$ cat config.mk
export PLATFORM = sky130hd
export DESIGN_NAME = decode_issue_queue_flat
export DESIGN_NICKNAME = d
export VERILOG_FILES = /design/src/rtl/decode_issue_queue_if.sv /design/src/rtl/decode_issue_queue.sv /design/src/flat_wrapper.sv
export SDC_FILE = /design/constraint.sdc
export NUM_CORES = 1
export LEC_CHECK = 0
export ABC_AREA = 1
export ABC_CLOCK_PERIOD_IN_PS = 3700
export CAP_MARGIN = 10
export CORE_UTILIZATION = 50
export CTS_CLUSTER_SIZE = 40
export DETAILED_ROUTE_END_ITERATION = 7
export DONT_BUFFER_PORTS = 1
export HOLD_SLACK_MARGIN = 0.15
export SYNTH_ARGS = -nofsm -noshare
export SYNTH_HDL_FRONTEND = slang
export SYNTH_SLANG_ARGS = --single-unit
$ cat constraint.sdc
create_clock -name clk -period 3.7 [get_ports clk]
set_input_delay 0.185 -clock clk [delete_from_list [all_inputs] [get_ports clk]]
set_output_delay 0.185 -clock clk [all_outputs]
set_load 0.005 [all_outputs]
$ cat src/rtl/decode_issue_queue_if.sv
// Fetch/issue bundle between the fetch stage, the decode issue queue and the
// execute-stage load tracker. The queue connects through the slave modport.
interface decode_issue_queue_if #(
  parameter int INSTR_W  = 16,
  parameter int DEPTH    = 4,
  parameter int REG_BITS = 3
);
  localparam int CNT_W = $clog2(DEPTH + 1);

  // Handshake: an instruction moves from fetch into the queue on a clock edge
  // where fetch_valid and fetch_ready are both high and flush is low.
  // fetch_ready comes from registered state only. The fetch side holds
  // fetch_instr stable while fetch_valid is high and ready is low.
  logic                fetch_valid;
  logic [INSTR_W-1:0]  fetch_instr;
  logic                fetch_ready;
  logic                flush;
  logic                mem_stall;
  logic                ld_valid_e;
  logic [REG_BITS-1:0] ld_dest_e;
  logic [INSTR_W-1:0]  issue_instr;
  logic                issue_valid;
  logic                data_hazard;
  logic [CNT_W-1:0]    count;

  modport master (
    output fetch_valid, fetch_instr, flush, mem_stall, ld_valid_e, ld_dest_e,
    input  fetch_ready, issue_instr, issue_valid, data_hazard, count
  );

  modport slave (
    input  fetch_valid, fetch_instr, flush, mem_stall, ld_valid_e, ld_dest_e,
    output fetch_ready, issue_instr, issue_valid, data_hazard, count
  );
endinterface

$ cat src/rtl/decode_issue_queue.sv
// Instruction queue and registered issue slot with load-use bubble injection,
// branch flush and memory-stall freeze. Define DIQ_BYPASS_EN to let an
// instruction skip an empty queue straight into the issue slot.
module decode_issue_queue #(
  parameter int                 INSTR_W   = 16,
  parameter int                 DEPTH     = 4,
  parameter int                 REG_BITS  = 3,
  parameter int                 RS_LSB    = 8,
  parameter int                 RT_LSB    = 5,
  parameter logic [INSTR_W-1:0] NOP_INSTR = 16'h0800
) (
  input logic               clk,
  input logic               rst,
  decode_issue_queue_if.slave bus
);
  localparam int AW    = $clog2(DEPTH);
  localparam int PTR_W = AW + 1;
  localparam int CNT_W = $clog2(DEPTH + 1);

  logic [INSTR_W-1:0] mem [DEPTH];
  logic [PTR_W-1:0]   wr_ptr, rd_ptr;
  logic [CNT_W-1:0]   count_q;
  logic [INSTR_W-1:0] issue_q;
  logic               issue_valid_q;

  logic [INSTR_W-1:0] head;
  logic               empty, full;
  logic               fetch_ready;
  logic               data_hazard;
  logic               bypass;
  logic               push, pop;

  function automatic logic hits_load(input logic [INSTR_W-1:0] instr,
                                     input logic ld_valid,
                                     input logic [REG_BITS-1:0] ld_dest);
    return ld_valid && ((instr[RS_LSB +: REG_BITS] == ld_dest) ||
                        (instr[RT_LSB +: REG_BITS] == ld_dest));
  endfunction

  assign head  = mem[rd_ptr[AW-1:0]];
  assign empty = (wr_ptr == rd_ptr);
  assign full  = (wr_ptr[AW] != rd_ptr[AW]) && (wr_ptr[AW-1:0] == rd_ptr[AW-1:0]);

  // Ready follows the registered count only, so a pop in the same cycle never
  // frees a slot for a push while full.
  assign fetch_ready = (count_q != CNT_W'(DEPTH));

`ifdef DIQ_BYPASS_EN
  logic fetch_hazard;
  assign fetch_hazard = bus.fetch_valid &&
                        hits_load(bus.fetch_instr, bus.ld_valid_e, bus.ld_dest_e);
  // With an empty queue the incoming instruction stands in for the head.
  assign data_hazard  = empty ? fetch_hazard
                              : hits_load(head, bus.ld_valid_e, bus.ld_dest_e);
  assign bypass       = empty && bus.fetch_valid && !bus.flush &&
                        !bus.mem_stall && !fetch_hazard;
`else
  assign data_hazard  = !empty && hits_load(head, bus.ld_valid_e, bus.ld_dest_e);
  assign bypass       = 1'b0;
`endif

  assign push = bus.fetch_valid && fetch_ready && !bus.flush && !bypass;
  assign pop  = !bus.flush && !bus.mem_stall && !data_hazard && !empty;

  always_ff @(posedge clk) begin
    if (rst) begin
      wr_ptr        <= '0;
      rd_ptr        <= '0;
      count_q       <= '0;
      issue_q       <= NOP_INSTR;
      issue_valid_q <= 1'b0;
    end else if (bus.flush) begin
      wr_ptr        <= '0;
      rd_ptr        <= '0;
      count_q       <= '0;
      issue_q       <= NOP_INSTR;
      issue_valid_q <= 1'b0;
    end else begin
      if (push) begin
        mem[wr_ptr[AW-1:0]] <= bus.fetch_instr;
        wr_ptr              <= wr_ptr + PTR_W'(1);
      end
      if (pop) begin
        rd_ptr <= rd_ptr + PTR_W'(1);
      end
      case ({push, pop})
        2'b10:   count_q <= count_q + CNT_W'(1);
        2'b01:   count_q <= count_q - CNT_W'(1);
        default: count_q <= count_q;
      endcase

      // Stall freezes the slot; a hazard or an empty queue inserts a bubble.
      if (bus.mem_stall) begin
        issue_q       <= issue_q;
        issue_valid_q <= issue_valid_q;
      end else if (data_hazard) begin
        issue_q       <= NOP_INSTR;
        issue_valid_q <= 1'b0;
      end else if (pop) begin
        issue_q       <= head;
        issue_valid_q <= 1'b1;
      end else if (bypass) begin
        issue_q       <= bus.fetch_instr;
        issue_valid_q <= 1'b1;
      end else begin
        issue_q       <= NOP_INSTR;
        issue_valid_q <= 1'b0;
      end
    end
  end

  assign bus.fetch_ready = fetch_ready;
  assign bus.issue_instr = issue_q;
  assign bus.issue_valid = issue_valid_q;
  assign bus.data_hazard = data_hazard;
  assign bus.count       = count_q;

  logic unused_full;
  assign unused_full = full;
endmodule

$ cat src/flat_wrapper.sv
// flat-port wrapper written by rule: the top's interface ports become plain ports
module decode_issue_queue_flat 
#(
  parameter int                 INSTR_W   = 16,
  parameter int                 DEPTH     = 4,
  parameter int                 REG_BITS  = 3,
  parameter int                 RS_LSB    = 8,
  parameter int                 RT_LSB    = 5,
  parameter logic [INSTR_W-1:0] NOP_INSTR = 16'h0800
)
  (clk, rst, bus_fetch_valid, bus_fetch_instr, bus_flush, bus_mem_stall, bus_ld_valid_e, bus_ld_dest_e, bus_fetch_ready, bus_issue_instr, bus_issue_valid, bus_data_hazard, bus_count);
  decode_issue_queue_if #(.INSTR_W(INSTR_W), .DEPTH(DEPTH), .REG_BITS(REG_BITS)) bus_i ();
  input logic clk;
  input logic rst;
  input wire logic [$bits(bus_i.fetch_valid)-1:0] bus_fetch_valid;
  input wire logic [$bits(bus_i.fetch_instr)-1:0] bus_fetch_instr;
  input wire logic [$bits(bus_i.flush)-1:0] bus_flush;
  input wire logic [$bits(bus_i.mem_stall)-1:0] bus_mem_stall;
  input wire logic [$bits(bus_i.ld_valid_e)-1:0] bus_ld_valid_e;
  input wire logic [$bits(bus_i.ld_dest_e)-1:0] bus_ld_dest_e;
  output wire logic [$bits(bus_i.fetch_ready)-1:0] bus_fetch_ready;
  output wire logic [$bits(bus_i.issue_instr)-1:0] bus_issue_instr;
  output wire logic [$bits(bus_i.issue_valid)-1:0] bus_issue_valid;
  output wire logic [$bits(bus_i.data_hazard)-1:0] bus_data_hazard;
  output wire logic [$bits(bus_i.count)-1:0] bus_count;
  assign bus_i.fetch_valid = bus_fetch_valid;
  assign bus_i.fetch_instr = bus_fetch_instr;
  assign bus_i.flush = bus_flush;
  assign bus_i.mem_stall = bus_mem_stall;
  assign bus_i.ld_valid_e = bus_ld_valid_e;
  assign bus_i.ld_dest_e = bus_ld_dest_e;
  assign bus_fetch_ready = bus_i.fetch_ready;
  assign bus_issue_instr = bus_i.issue_instr;
  assign bus_issue_valid = bus_i.issue_valid;
  assign bus_data_hazard = bus_i.data_hazard;
  assign bus_count = bus_i.count;
  decode_issue_queue #(.INSTR_W(INSTR_W), .DEPTH(DEPTH), .REG_BITS(REG_BITS), .RS_LSB(RS_LSB), .RT_LSB(RT_LSB), .NOP_INSTR(NOP_INSTR)) u_core (.clk(clk), .rst(rst), .bus(bus_i));
endmodule
Word-level counts from Yosys, hierarchy flattened
Memories as Yosys holds them, arrays and structs flattened. A register that Yosys moved wholly into a read port is not among the register bits.
Cells that the tools add are included.
- register bits: 26
- bits in writable memories: 64
- output and inout port bits: 22
- logic and storage cells: 41
- memories: 1
- memory list (memory ; words ; bits a word ; read ports ; clocked after Yosys merged registers in ; wr ports ; RTL line ; source):
    u_core.mem ; 4 ; 16 ; 1 ; 1 ; 1 ; decode_issue_queue.sv:20 ; logic [INSTR_W-1:0] mem [DEPTH];
- add/subtract/negate cells: 4
- equal/unequal tests: 6
- mux-type cells: 11
- reductions and logical operators: 14
- operator list (operator ; count):
    two-way mux 16 bit ; 2
    adder 3 x 1 -> 3 bit (second input constant) ; 3
    equality test 3 bit ; 3
    logical AND 1 bit ; 7
    two-way mux 1 bit ; 6
    case mux 3 bit (2 select lines) ; 1
    zero test 1 bit ; 4
    two-way mux 2 bit ; 2
    != test 3 bit (second input constant) ; 1
    subtractor 3 x 1 -> 3 bit (second input constant) ; 1
    equality test 2 x 1 -> 1 bit (second input constant) ; 1
    equality test 2 bit (second input constant) ; 1
    nonzero test 2 bit ; 1
    OR reduction 2 bit ; 1
    logical OR 1 bit ; 1

Longest topological paths before layout
- depth in word-level cells: 9
- depth in mapped cells: 19

Least setup slack after synthesis
Ideal clock, no wire load.
- path kind: reg2reg
- from: register (tool-made name)
- to: register u_core.count_q[2], in the netlist u_core.bus.count[2]
- library setup time: 0.122 ns
- arrival: 2.184 ns
- data required time: 3.578 ns
- path slack: 1.394 ns
- stages on the path, launching flop included: 19
- period minus slack after synthesis: 2.306 ns
- cells stage by stage: dfxtp_1 -> buf_4 -> nand2_1 -> nand3_1 -> nand2_1 -> nand2_1 -> nand2_1 -> nand3_1 -> nand2_1 -> nand2_2 -> nand2_1 -> inv_1 -> ha_1 -> inv_1 -> fa_1 -> a21oi_1 -> o21ai_0 -> o21ai_0 -> a21oi_1
- RTL lines (item ; RTL line ; source):
    end signal, assigned ; decode_issue_queue.sv:87 ; 2'b10: count_q <= count_q + CNT_W'(1);
    end signal, assigned ; decode_issue_queue.sv:88 ; 2'b01: count_q <= count_q - CNT_W'(1);
    end signal, assigned ; decode_issue_queue.sv:89 ; default: count_q <= count_q;
    end, declared ; decode_issue_queue.sv:22 ; logic [CNT_W-1:0] count_q;

==> qor.csv <==
metric;value;unit
Net Sw Frac;0.222;
Area contributors post-synth;edfxtp_1 52%, dfxtp_1 15%, nand2_1 6.7%;
CTS tree;done;
Clk pwr share;0.328;
grt ovf;0;
Crit Path Class;reg2reg;
initial antenna violation count;0;
Clock Tree Buf Depth;2;
number of DRC markers in iteration 0;119;
area leader, netlist;edfxtp_1;
Primary FF master, synth;edfxtp_1;
# hold bufs at CTS;23;
maxcap violations;0;
Psw;0.000401;W
filler cell count;639;
Final setup viols;0;
post-CTS setup repair buffer count;0;
Initial Utilization;0.517;
post-route minimum period;3.00;ns
Flop pwr share;0.617;
Post-DP HPWL;4560;microns
Die ar.;0.00781;sq mm
Post-DP Area;0.00383;sq mm
sequential-to-total area share from yosys stat;0.665;
die width;88.4;microns
Required @ worst endpoint;3.95;ns
Core Region;0.00721;sq mm
Critical Path Sink Type;flip-flop;
Cell Chain, Critical Path;inv_2 > nand2_1 > nand3_1 > nand2_1 > nand2_1 > nand2_1 > inv_1 > nand3_1 > nand2_1 > nand2_2 > nand2_1 > inv_1 > ha_1 > inv_1 > fa_1 > a21oi_1 > o21ai_0 > o21ai_0 > a21oi_1;
first-pass GRT wire length;11700;microns
Resized Gates After CTS;0;
Net Count, Synth;379;
Antenna Cells;0;
antenna viol nets, final;0;
total track usage;0.207;
top-count cell post-synth;nand2_1;
layout cells sized above 1;0.0660;
Crit path top cell by count;nand2_1;
Comb power frac;0.054;
Pre-antenna DRT Iters;4;
Peak VDD IR;0.247;mV
placer congestion estimate;0.788;
Num Clock Sinks;92;
Final Hold Viols;0;
Yosys reg bits;92;
RSZ-0062 raised after global routing;no;
total power;0.00181;W
YS warnings;0;
Layout Nets;406;
Core Rows;31;
Slew Viols, Final;0;
area grow syn2layout;13.4;%
Bufs and invs on worst path;4;
Tcrit/Tclk final;0.810;
setup TNS;0;ns
Internal Power;0.00141;W
Post-route DRC;0;
Post-synth top cells;67 x nand2_1, 64 x edfxtp_1, 34 x nand3_1, 33 x nor2_1, 28 x dfxtp_1;
WP data arrival;3.24;ns
LEAKAGE;1.51;nW
Rel. slew slack;0.513;
crit path launch type;flip-flop;
IO buf count;0;
CTS root buffer;clkbuf_8;
vias in the first global route;2338;
Clock transition at path regs;0.09;ns
Max Clock Skew;0.0106;ns
synth unique cells;25;
Async S/R FF share, synth;0;
hold slack;0.243;ns
Post-synth EDFFs;64;
crit-path max cell delay;0.62;ns
Synth Area per Inst;10.8;sq um
routed via count;2491;
fmax;334;MHz
Die Y;88.4;microns
routed vias/inst;5.21;
Finished Cell Area;0.00423;sq mm
Mapped Cells;347;
Slowest-stage cell, CP;dfxtp_1;
Post-Syn Area;0.00373;sq mm
routed len/inst;15.6;microns
post-synth top area share;0.515;
final WL;7460;microns
latest clock arrival within the worst-skew pair;0.35;ns
I/O pins;47;
# H-tree levels;3;
PD cells;428;mW/mm^2
Largest delay share family, worst path;simple AND/OR/NAND/NOR gates;
CTS buffer count;9;
largest net degree at the start of global routing;33;
worst slew pin tran;0.727;ns
outcome;finished clean;
Max Fanout on Critical Path;32;
Hold Crit Class;in2reg;
[routing by layer]
layer  share of wire  global-route usage  vias up
li1                -                   -     1250
met1            0.45               0.262     1182
met2            0.50               0.350       54
met3           0.048              0.0578        5
met4          0.0068              0.0630        0
met5               0                   0        -
[worst paths after layout]
| check | end | slack [ns] | start | depth (start not counted) |
|---|---|---|---|---|
| max | u_core.bus.count[2] | 0.70 | flip-flop | 19 |
| min | u_core.bus.issue_valid | 0.24 | bus_ld_valid_e | 5 |
| max reg2reg | u_core.bus.count[2] | 0.70 | flip-flop | 19 |
| min reg2reg | u_core.bus.issue_instr[0] | 0.48 | u_core.bus.issue_instr[0] | 2 |
[metrics by stage]
step           worst slack, ns  utilization  std cells
2_1_floorplan             1.39            -        347
3_3_place_gp             0.816        0.531        439
3_5_place_dp             0.692        0.531        439
4_1_cts                  0.688        0.586        478
5_1_grt                  0.294        0.586        478
6_report                 0.704        0.586        478
[kinds of logic (layout without fill, tap and decap cells)]
logic type	Yosys count	after routing	share of synthesized area
AND/OR/NAND/NOR	143	143	0.165
flip-flops	92	92	0.665
buffers and inverters	39	71	0.0469
AO/OA/AOI/OAI	62	62	0.0882
adder cells (fa/ha/maj)	7	7	0.0255
XOR/XNOR	4	4	0.00939
[tightest hold or removal path: cells and delay by family]
family                 cells  cell delay [ns]
and+or+nand+nor            3             0.20
AOI/OAI and AO/OA          1             0.13
buffers and inverters      1             0.03
[power groups by stage]
stage / logic (W) / clock network [W] / registers, W
global route: 0.000110 / 0.000650 / 0.00112
CTS: 0.0000982 / 0.000610 / 0.00112
global placement: 0.0000681 / 0 / 0.00114
finish: 0.0000981 / 0.000594 / 0.00112
detailed placement: 0.0000691 / 0 / 0.00114
floorplan: 0.0000564 / 0 / 0.00114
[registers in the layout, indices dropped and copies added, names as in the netlist, named ones only]
signal and cells:
u_core.bus.count 3, u_core.wr_ptr 3, u_core.bus.issue_valid 1, u_core.mem 64
u_core.rd_ptr 3, u_core.bus.issue_instr 16
[layout make-up]
cell class              count  area [sq um]  area share
clock buffers              11           141      0.0334
clock inverters             5          28.8     0.00680
inverters                  24          90.1      0.0213
multi-input cells         216          1070       0.254
flip-flops and latches     92          2480       0.587
well taps                  99           124      0.0293
repair buffers             31           290      0.0686
[placed cells by master, fill, tap and decap left out]
| cell | n |
|---|---|
| a21oi_1 | 23 |
| a31oi_1 | 1 |
| buf_4 | 8 |
| clkbuf_1 | 1 |
| clkbuf_8 | 10 |
| clkinv_1 | 2 |
| clkinv_2 | 2 |
| clkinvlp_4 | 2 |
| dfxtp_1 | 28 |
| dlygate4sd3_1 | 23 |
| edfxtp_1 | 64 |
| fa_1 | 1 |
| ha_1 | 6 |
| inv_1 | 22 |
| inv_2 | 1 |
| nand2_1 | 67 |
| nand2_2 | 1 |
| nand3_1 | 34 |
| nand3b_1 | 7 |
| nor2_1 | 33 |
| nor3_2 | 1 |
| o21a_1 | 1 |
| o21ai_0 | 26 |
| o21bai_1 | 1 |
| o22ai_1 | 10 |
| xnor2_1 | 3 |
| xor2_1 | 1 |
Power figures use the tool's default switching activity.
